==> src/rtl/div_pkg.sv <==
// Shared types and helpers for the iterative divider.
// Parameter legality and latency are kept here so RTL and bench agree.
package div_pkg;

  typedef enum logic [2:0] {
    IDLE,
    PREP,
    CALC,
    FIX,
    DONE
  } div_state_e;

  function automatic bit bpc_legal(int bpc);
    return (bpc == 1) || (bpc == 2) || (bpc == 4);
  endfunction

  function automatic int div_latency(int width, int bpc);
    return width / bpc + 2;
  endfunction

endpackage

==> src/rtl/div_step.sv <==
// One restoring division step: shift in a dividend bit,
// subtract the divisor if it fits, emit the quotient bit.
module div_step #(
  parameter int WIDTH = 32
) (
  input  logic [WIDTH-1:0] i_rem,
  input  logic             i_bit,
  input  logic [WIDTH-1:0] i_dsr,
  output logic [WIDTH-1:0] o_rem,
  output logic             o_q
);

  logic [WIDTH:0] w_shift;
  logic [WIDTH:0] w_diff;

  assign w_shift = {i_rem, i_bit};
  assign w_diff  = w_shift - {1'b0, i_dsr};

  // The partial remainder is below the divisor, so a borrow
  // always lands in the top bit of the WIDTH+1 difference.
  assign o_q   = ~w_diff[WIDTH];
  assign o_rem = o_q ? w_diff[WIDTH-1:0] : w_shift[WIDTH-1:0];

endmodule

==> src/rtl/iter_divider.sv <==
// Multi-cycle signed/unsigned restoring divider with flush,
// retiring BITS_PER_CYCLE quotient bits per cycle.
module iter_divider
  import div_pkg::*;
#(
  parameter int WIDTH          = 32,
  parameter int BITS_PER_CYCLE = 1
) (
  input  logic             clk,
  input  logic             rst_n,
  input  logic             start,
  input  logic             signed_div,
  input  logic [WIDTH-1:0] dividend,
  input  logic [WIDTH-1:0] divisor,
  input  logic             flush,
  output logic             busy,
  output logic             done,
  output logic             div_by_zero,
  output logic [WIDTH-1:0] quotient,
  output logic [WIDTH-1:0] remainder
);

  localparam int N  = WIDTH / BITS_PER_CYCLE;
  localparam int CW = $clog2(N);
  localparam logic [CW-1:0] CNT_INIT = CW'(N - 1);

  if (!bpc_legal(BITS_PER_CYCLE) || (WIDTH % BITS_PER_CYCLE) != 0 ||
      WIDTH < 8 || (WIDTH % 2) != 0) begin : g_bad_cfg
    $error("iter_divider: illegal WIDTH/BITS_PER_CYCLE");
  end

  div_state_e r_state;
  div_state_e w_nxt;

  logic [WIDTH-1:0] r_dvd;
  logic [WIDTH-1:0] r_dsr;
  logic [WIDTH-1:0] r_rem;
  logic [CW-1:0]    r_cnt;
  logic             r_sgn;
  logic             r_neg_q;
  logic             r_neg_r;
  logic             r_zero;
  logic             r_done;
  logic             r_dbz;
  logic [WIDTH-1:0] r_q;
  logic [WIDTH-1:0] r_r;

  logic [WIDTH-1:0]          w_rem [BITS_PER_CYCLE+1];
  logic [BITS_PER_CYCLE-1:0] w_qb;
  logic                      w_dvd_neg;
  logic                      w_dsr_neg;
  logic [WIDTH-1:0]          w_rmag;

  assign w_rem[0] = r_rem;

  for (genvar k = 0; k < BITS_PER_CYCLE; k++) begin : g_step
    div_step #(.WIDTH(WIDTH)) u_step (
      .i_rem (w_rem[k]),
      .i_bit (r_dvd[WIDTH-1-k]),
      .i_dsr (r_dsr),
      .o_rem (w_rem[k+1]),
      .o_q   (w_qb[BITS_PER_CYCLE-1-k])
    );
  end

  assign w_dvd_neg = r_sgn & r_dvd[WIDTH-1];
  assign w_dsr_neg = r_sgn & r_dsr[WIDTH-1];
  // r_dvd still holds the dividend magnitude when the divisor was zero
  assign w_rmag    = r_zero ? r_dvd : r_rem;

  always_comb begin
    w_nxt = r_state;
    if (flush) begin
      w_nxt = IDLE;
    end else begin
      unique case (r_state)
        IDLE, DONE: if (start) w_nxt = PREP;
        PREP:       w_nxt = (r_dsr == '0) ? FIX : CALC;
        CALC:       if (r_cnt == '0) w_nxt = FIX;
        FIX:        w_nxt = DONE;
        default:    w_nxt = IDLE;
      endcase
    end
  end

  always_ff @(posedge clk or negedge rst_n) begin
    if (!rst_n) r_state <= IDLE;
    else        r_state <= w_nxt;
  end

  always_ff @(posedge clk or negedge rst_n) begin
    if (!rst_n) begin
      r_dvd   <= '0;
      r_dsr   <= '0;
      r_rem   <= '0;
      r_cnt   <= '0;
      r_sgn   <= 1'b0;
      r_neg_q <= 1'b0;
      r_neg_r <= 1'b0;
      r_zero  <= 1'b0;
      r_done  <= 1'b0;
      r_dbz   <= 1'b0;
      r_q     <= '0;
      r_r     <= '0;
    end else if (flush) begin
      r_done <= 1'b0;
      r_dbz  <= 1'b0;
    end else begin
      case (r_state)
        IDLE, DONE: begin
          if (start) begin
            r_done <= 1'b0;
            r_dbz  <= 1'b0;
            r_dvd  <= dividend;
            r_dsr  <= divisor;
            r_sgn  <= signed_div;
          end
        end
        PREP: begin
          r_neg_r <= w_dvd_neg;
          r_neg_q <= w_dvd_neg ^ w_dsr_neg;
          // MIN negates to itself, which is its correct magnitude
          r_dvd   <= w_dvd_neg ? -r_dvd : r_dvd;
          r_dsr   <= w_dsr_neg ? -r_dsr : r_dsr;
          r_zero  <= (r_dsr == '0);
          r_rem   <= '0;
          r_cnt   <= CNT_INIT;
        end
        CALC: begin
          r_rem <= w_rem[BITS_PER_CYCLE];
          r_dvd <= {r_dvd[WIDTH-BITS_PER_CYCLE-1:0], w_qb};
          r_cnt <= r_cnt - 1'b1;
        end
        FIX: begin
          r_q    <= r_zero ? '1 : (r_neg_q ? -r_dvd : r_dvd);
          r_r    <= r_neg_r ? -w_rmag : w_rmag;
          r_done <= 1'b1;
          r_dbz  <= r_zero;
        end
        default: ;
      endcase
    end
  end

  assign busy        = (r_state == PREP) || (r_state == CALC) ||
                       (r_state == FIX);
  assign done        = r_done;
  assign div_by_zero = r_dbz;
  assign quotient    = r_q;
  assign remainder   = r_r;

endmodule

==> config.mk <==
export PLATFORM = sky130hd
export DESIGN_NAME = iter_divider
export DESIGN_NICKNAME = d
export VERILOG_FILES = /design/src/rtl/div_pkg.sv /design/src/rtl/div_step.sv /design/src/rtl/iter_divider.sv
export SDC_FILE = /design/constraint.sdc
export NUM_CORES = 1
export LEC_CHECK = 0
export BUFFER_PORTS_ARGS = -buffer_cell sky130_fd_sc_hd__buf_2
export CELL_PAD_IN_SITES_DETAIL_PLACEMENT = 2
export CELL_PAD_IN_SITES_GLOBAL_PLACEMENT = 2
export CORE_MARGIN = 3
export CORE_UTILIZATION = 37
export DETAILED_ROUTE_END_ITERATION = 10
export GPL_TIMING_DRIVEN = 0
export PLACE_DENSITY = 0.79
export SETUP_SLACK_MARGIN = 0.1
export SYNTH_ARGS = -nofsm -noshare
export SYNTH_HDL_FRONTEND = slang
export SYNTH_HIERARCHICAL = 1
export SYNTH_SLANG_ARGS = --single-unit
==> constraint.sdc <==
create_clock -name clk -period 6.49 [get_ports clk]
set_input_delay 0.3245 -clock clk [delete_from_list [all_inputs] [get_ports clk]]
set_output_delay 0.3245 -clock clk [all_outputs]
set_load 0.005 [all_outputs]
=== Yosys cells after proc, flatten, opt, wreduce, memory -nomap -nowiden ===
Cells that the tools add are included.

* $add $sub $neg: 5
* Equality and inequality tests: 9
* Mux-type cells: 23
* Bitwise logic cells: 5
* Reduce and logical (&&, ||, !) cells: 18

{| class="wikitable"
|+ Operators with widths
! cell !! count
|-
| $mux W32 || 9
|-
| $pmux W32 S2 || 2
|-
| $neg A32 Y32 || 3
|-
| $pmux W32 S3 || 1
|-
| $sub A33 B32 Y33 || 1
|-
| $logic_not A32 Y1 || 1
|-
| $pmux W3 S4 || 1
|-
| $pmux W5 S2 || 1
|-
| $reduce_and A2 Y1 || 5
|-
| $mux W3 || 3
|-
| $reduce_and A4 Y1 || 2
|-
| $eq A3 B2 Y1 const B || 2
|-
| $ne A2 B2 Y1 const B || 3
|-
| $ne A3 B3 Y1 const B || 2
|-
| $reduce_bool A3 Y1 || 2
|-
| $logic_not A5 Y1 || 1
|-
| $sub A5 B1 Y5 const B || 1
|-
| $mux W1 || 4
|-
| $pmux W1 S2 || 2
|-
| $reduce_bool A2 Y1 || 2
|-
| $eq A3 B1 Y1 const B || 1
|-
| $eq A3 B3 Y1 const B || 1
|-
| $logic_not A3 Y1 || 1
|-
| $reduce_and A3 Y1 || 1
|-
| 5 further kinds || 8
|}

* Flip-flop bits (word level): 174
* Output and inout port bits: 67

=== Depth between registers and ports, before layout ===
* Depth in word-level cells: 4
* Mapped depth: 16

=== Cells and area by module ===
The synthesis kept the hierarchy.

{| class="wikitable"
|+ By module, submodules not included
! module !! instances !! cells an instance !! area an instance (um^2)
|-
| iter_divider || 1 || 1118 || 10090.9
|-
| div_step || 1 || 309 || 2317.2
|}

=== Worst setup path after synthesis ===
No wires, ideal clock.

* Path type: register -> register
* Start point: register r_zero
* End point: register r_r[28], in the netlist remainder[28]
* Data arrival time: 3793 ps
* Slack: 2566 ps
* Stages on the path, launching flop included: 17
* Buffers on the path: 8
* Clock period less this slack: 3924 ps
* Cell sequence: dfrtp_1 -> buf_6 -> buf_6 -> buf_2 -> buf_4 -> buf_2 -> buf_2 -> buf_1 -> mux2i_1 -> ha_1 -> nor4b_2 -> o221ai_2 -> or4_1 -> buf_2 -> o41ai_2 -> xnor2_1 -> o21ai_1

* Longest elaborated chain between the ends: 3

{| class="wikitable"
|+ RTL lines
! what !! RTL line !! RTL
|-
| start, declared || iter_divider.sv:42 || <nowiki>logic r_zero;</nowiki>
|-
| start signal, assigned || iter_divider.sv:125 || <nowiki>r_zero <= (r_dsr == '0);</nowiki>
|-
| $mux W32 (*) || iter_divider.sv:69 || <nowiki>assign w_rmag = r_zero ? r_dvd : r_rem;</nowiki>
|-
| $neg A32 Y32 || iter_divider.sv:136 || <nowiki>r_r <= r_neg_r ? -w_rmag : w_rmag;</nowiki>
|-
| $mux W32 (*) || iter_divider.sv:136 ||
|-
| end signal, assigned || iter_divider.sv:136 ||
|-
| end, declared || iter_divider.sv:46 || <nowiki>logic [WIDTH-1:0] r_r;</nowiki>
|}

Every way passes the cells marked *; elsewhere a longest branch is shown, timed or not.
A chain may end at the register's enable or synchronous reset.

=== Final worst setup path ===
* Start point: register r_zero
* End point: register r_r[22], in the netlist remainder[22]

Same word-level chain as after synthesis.

==> summary.md <==
| Metric | Value |
|---|---|
| Fraction of layout cells with a size suffix above 1 | 16.1% |
| Slew margin rel. | 23.0% |
| Area leader, netlist | dfrtp_1 |
| Critical R2R Capture | remainder[22] |
| Hpwl dp | 39200 um |
| Remaining DRCs | 0 |
| Aggregate global routing overflow | 0 |
| Met2 Resource Use GR | 50.0% |
| Max-slew violations | 0 |
| Count of yosys warnings during synthesis | 6 |
| Setup TNS Final | 0 ns |
| Vias | 12000 |
| Most frequent cells in the layout | dfrtp_1 (174), buf_2 (147), nand2_1 (134) |
| Number of fill cells | 3732 |
| Min cycle time layout | 5.18 ns |
| Post-DRT Antenna Nets | 0 |
| Slack of the critical path | 1.31 ns |
| Grt met3 use | 3.68% |
| WP data required | 6.81 ns |
| Rows | 66 |
| Reg2reg setup slack | 1.31 ns |
| Tcrit/Tclk final | 79.9% |
| Max-cap violation count | 0 |
| PortBufs | 134 |
| Syn avg cell area | 8.70 um^2 |
| Seq cells post-synth | 174 |
| Synthesized instance count | 1427 |
| Post-synthesis sequential area ratio | 35.1% |
| F_max | 193 MHz |
| Clock Skew | 0.0185 ns |
| Antenna violations before repair | 0 |
| Global-route usage over all layers | 28.2% |
| Clk Latency, worst-skew pair | 0.46 ns |
| Pre-CTS WS | 1.46 ns |
| Reg2reg start | r_zero |
| Starting density of the core | 37.8% |
| Antenna Cells | 0 |
| Initial DRC count | 795 |
| Synth top area cells | dfrtp_1 (35%), o21ai_0 (4.4%), nand2_1 (4.1%), ha_1 (3.7%), xnor2_1 (3.5%) |
| Syn-to-layout area delta | 14.9% |
| Largest net degree at the start of global routing | 91 |
| Reg2reg path depth | 16 |
| PD cells | 360 nW/um^2 |
| CTS tree | built |
| Placed Cells | 2005 |
| GP Congestion | 0.910 |
| Clock buffer count from CTS | 17 |
| Worst IR Drop VDD | 0.000206 V |
| Busiest layer in global routing | met2 |
| Final Hold Violating Endpoints | 0 |
| Post-synthesis cell type count | 89 |
| Worst setup EP type | flop |
| Final #Nets | 1690 |
| Vias in the first global route | 13000 |
| Die ar. | 35800 um^2 |
| First-pass GRT wire length | 78100 um |
| Async SR Flop Fraction | 100% |
| Worst Setup Start Kind | flop |
| Routed length per placed instance | 24.8 um |
| RSZ-0062 raised after global routing | false |
| CTS sink cnt | 174 |
| Worst EP arrival | 5.51 ns |
| Area of the core | 32800 um^2 |
| Worst setup path start | r_zero |
| Drt total wl | 50500 um |
| Post-synth EDFFs | 0 |
| FF/Latch Area | 4350 um^2 |
| Post-DR vias/cell | 5.91 |
| Synth Flop Type | dfrtp_1 |
| Hold Crit Class | primary input to flop |
| Commonest non-fill, non-tap cell in the layout | dfrtp_1 |
| Status | finished clean |
| DR pass1 iterations | 5 |
| M1 GR Usage | 35.2% |
| H-tree lvl count | 4 |
| Die Width | 189 um |
| Worst setup path endpoint | remainder[22] |
| Critical path peak fanout | 10 |
| Setup Buffers After CTS | 0 |
| Die Height | 189 um |
| Pleak | 6.22 nW |
| CTS root buf | clkbuf_16 |
| Clock slew at reported path FFs | 0.07 ns |
| Setup CP Type | flop to flop |
| Yosys top cell area share | 35.1% |
| Endpoints failing setup | 0 |
| Worst-margin pin slew | 1.15 ns |
| # IOs | 136 |
| Final std cells w/o fill | 2038 |
| Area occupied by multi-input gates | 7310 um^2 |
| Mapped cell area | 12400 um^2 |
| Clock Tree Buf Depth | 2 |
| Net Count, Synth | 1534 |
## layout make-up
type	instances	area share (%)
buffer	117	3.83
clock buffer	18	3.08
clock inverter	14	0.921
inverter	52	1.42
multi-input combinational	1084	51.3
sequential	174	30.5
tap	442	3.88
timing repair buffer	137	5.09
## synth_stat cells (11+ instances only)
cell type / count
clkbuf_1: 87
buf_2: 14
nand3_1: 24
xor2_1: 43
xnor2_1: 50
nor3b_1: 11
o21ai_0: 110
ha_1: 37
o2bb2ai_1: 11
or3_1: 15
nor4_1: 19
nor3_1: 48
o31ai_1: 30
mux2i_1: 30
a31oi_1: 16
nand2_1: 134
nor2_1: 113
a21oi_1: 86
a221o_1: 16
or2_2: 11
a22oi_1: 18
inv_1: 51
mux2_4: 19
a22o_1: 47
a21o_1: 25
dfrtp_1: 174
## layer usage
metal / up-vias / share of wire [%]
li1: 5509 / -
met5: - / 0
met3: 83 / 3.9
met1: 6150 / 43
met4: 0 / 3.4
met2: 304 / 50
## power breakdown
part | switching (W) | internal (W)
registers | 0.000282 | 0.00140
logic | 0.00155 | 0.000857
clock network | 0.000500 | 0.000545
## sequential cells by signal, summed over array words and instances (netlist names)
signal       flops
done             1
r_neg_q          1
r_sgn            1
quotient        32
remainder       32
r_state          3
r_dvd           32
r_zero           1
r_rem           32
div_by_zero      1
r_cnt            5
r_neg_r          1
r_dsr           32
## worst min-delay path by stage
stage / start / to / depth (start not counted)
2_1_floorplan: rst_n / div_by_zero / 0
4_1_cts: signed_div / r_sgn / 3
5_1_grt: signed_div / r_sgn / 3
6_report: signed_div / r_sgn / 3
3_5_place_dp: rst_n / remainder[11] / 1
3_3_place_gp: done / done / 2
## worst max-delay path: stages, from the launching register on
cell      delay (ns)
dfrtp_1         0.35
buf_6           0.13
buf_6           0.16
buf_2           0.25
buf_4           0.23
buf_2           0.24
buf_2           0.33
buf_1           0.78
mux2i_1         0.34
ha_1            0.21
nor4b_2         0.31
o221ai_2        0.20
or4_1           0.56
buf_2           0.21
o41ai_2         0.38
xnor2_1         0.24
o21ai_1         0.11
## logic make-up after synthesis
logic type,synth area share [%]
xor+xnor,6.56
buf+inv,6.04
flops,35.1
fa+ha+maj,3.89
simple gates,18.0
mux,5.63
compound gates,24.7
## through the flow
stage	area [um^2]	hold slack [ns]	utilization [%]	power [W]
final	14300	0.0629	43.5	0.00513
after global routing	14300	0.0647	43.5	0.00547
after CTS	14300	0.0497	43.5	0.00515
after detailed placement	13700	0.391	41.7	0.00408
after global placement	13600	0.461	41.6	0.00396
after floorplan	12400	0.0289	-	0.00315
## what timing repair did
| item | 4_1_cts | 5_1_grt |
|---|---|---|
| hold buffers | 1 | 0 |
| resized for setup | 0 | 0 |
| endpoints found under the hold margin | 84 | 0 |
(Power assumes the default switching activity.)
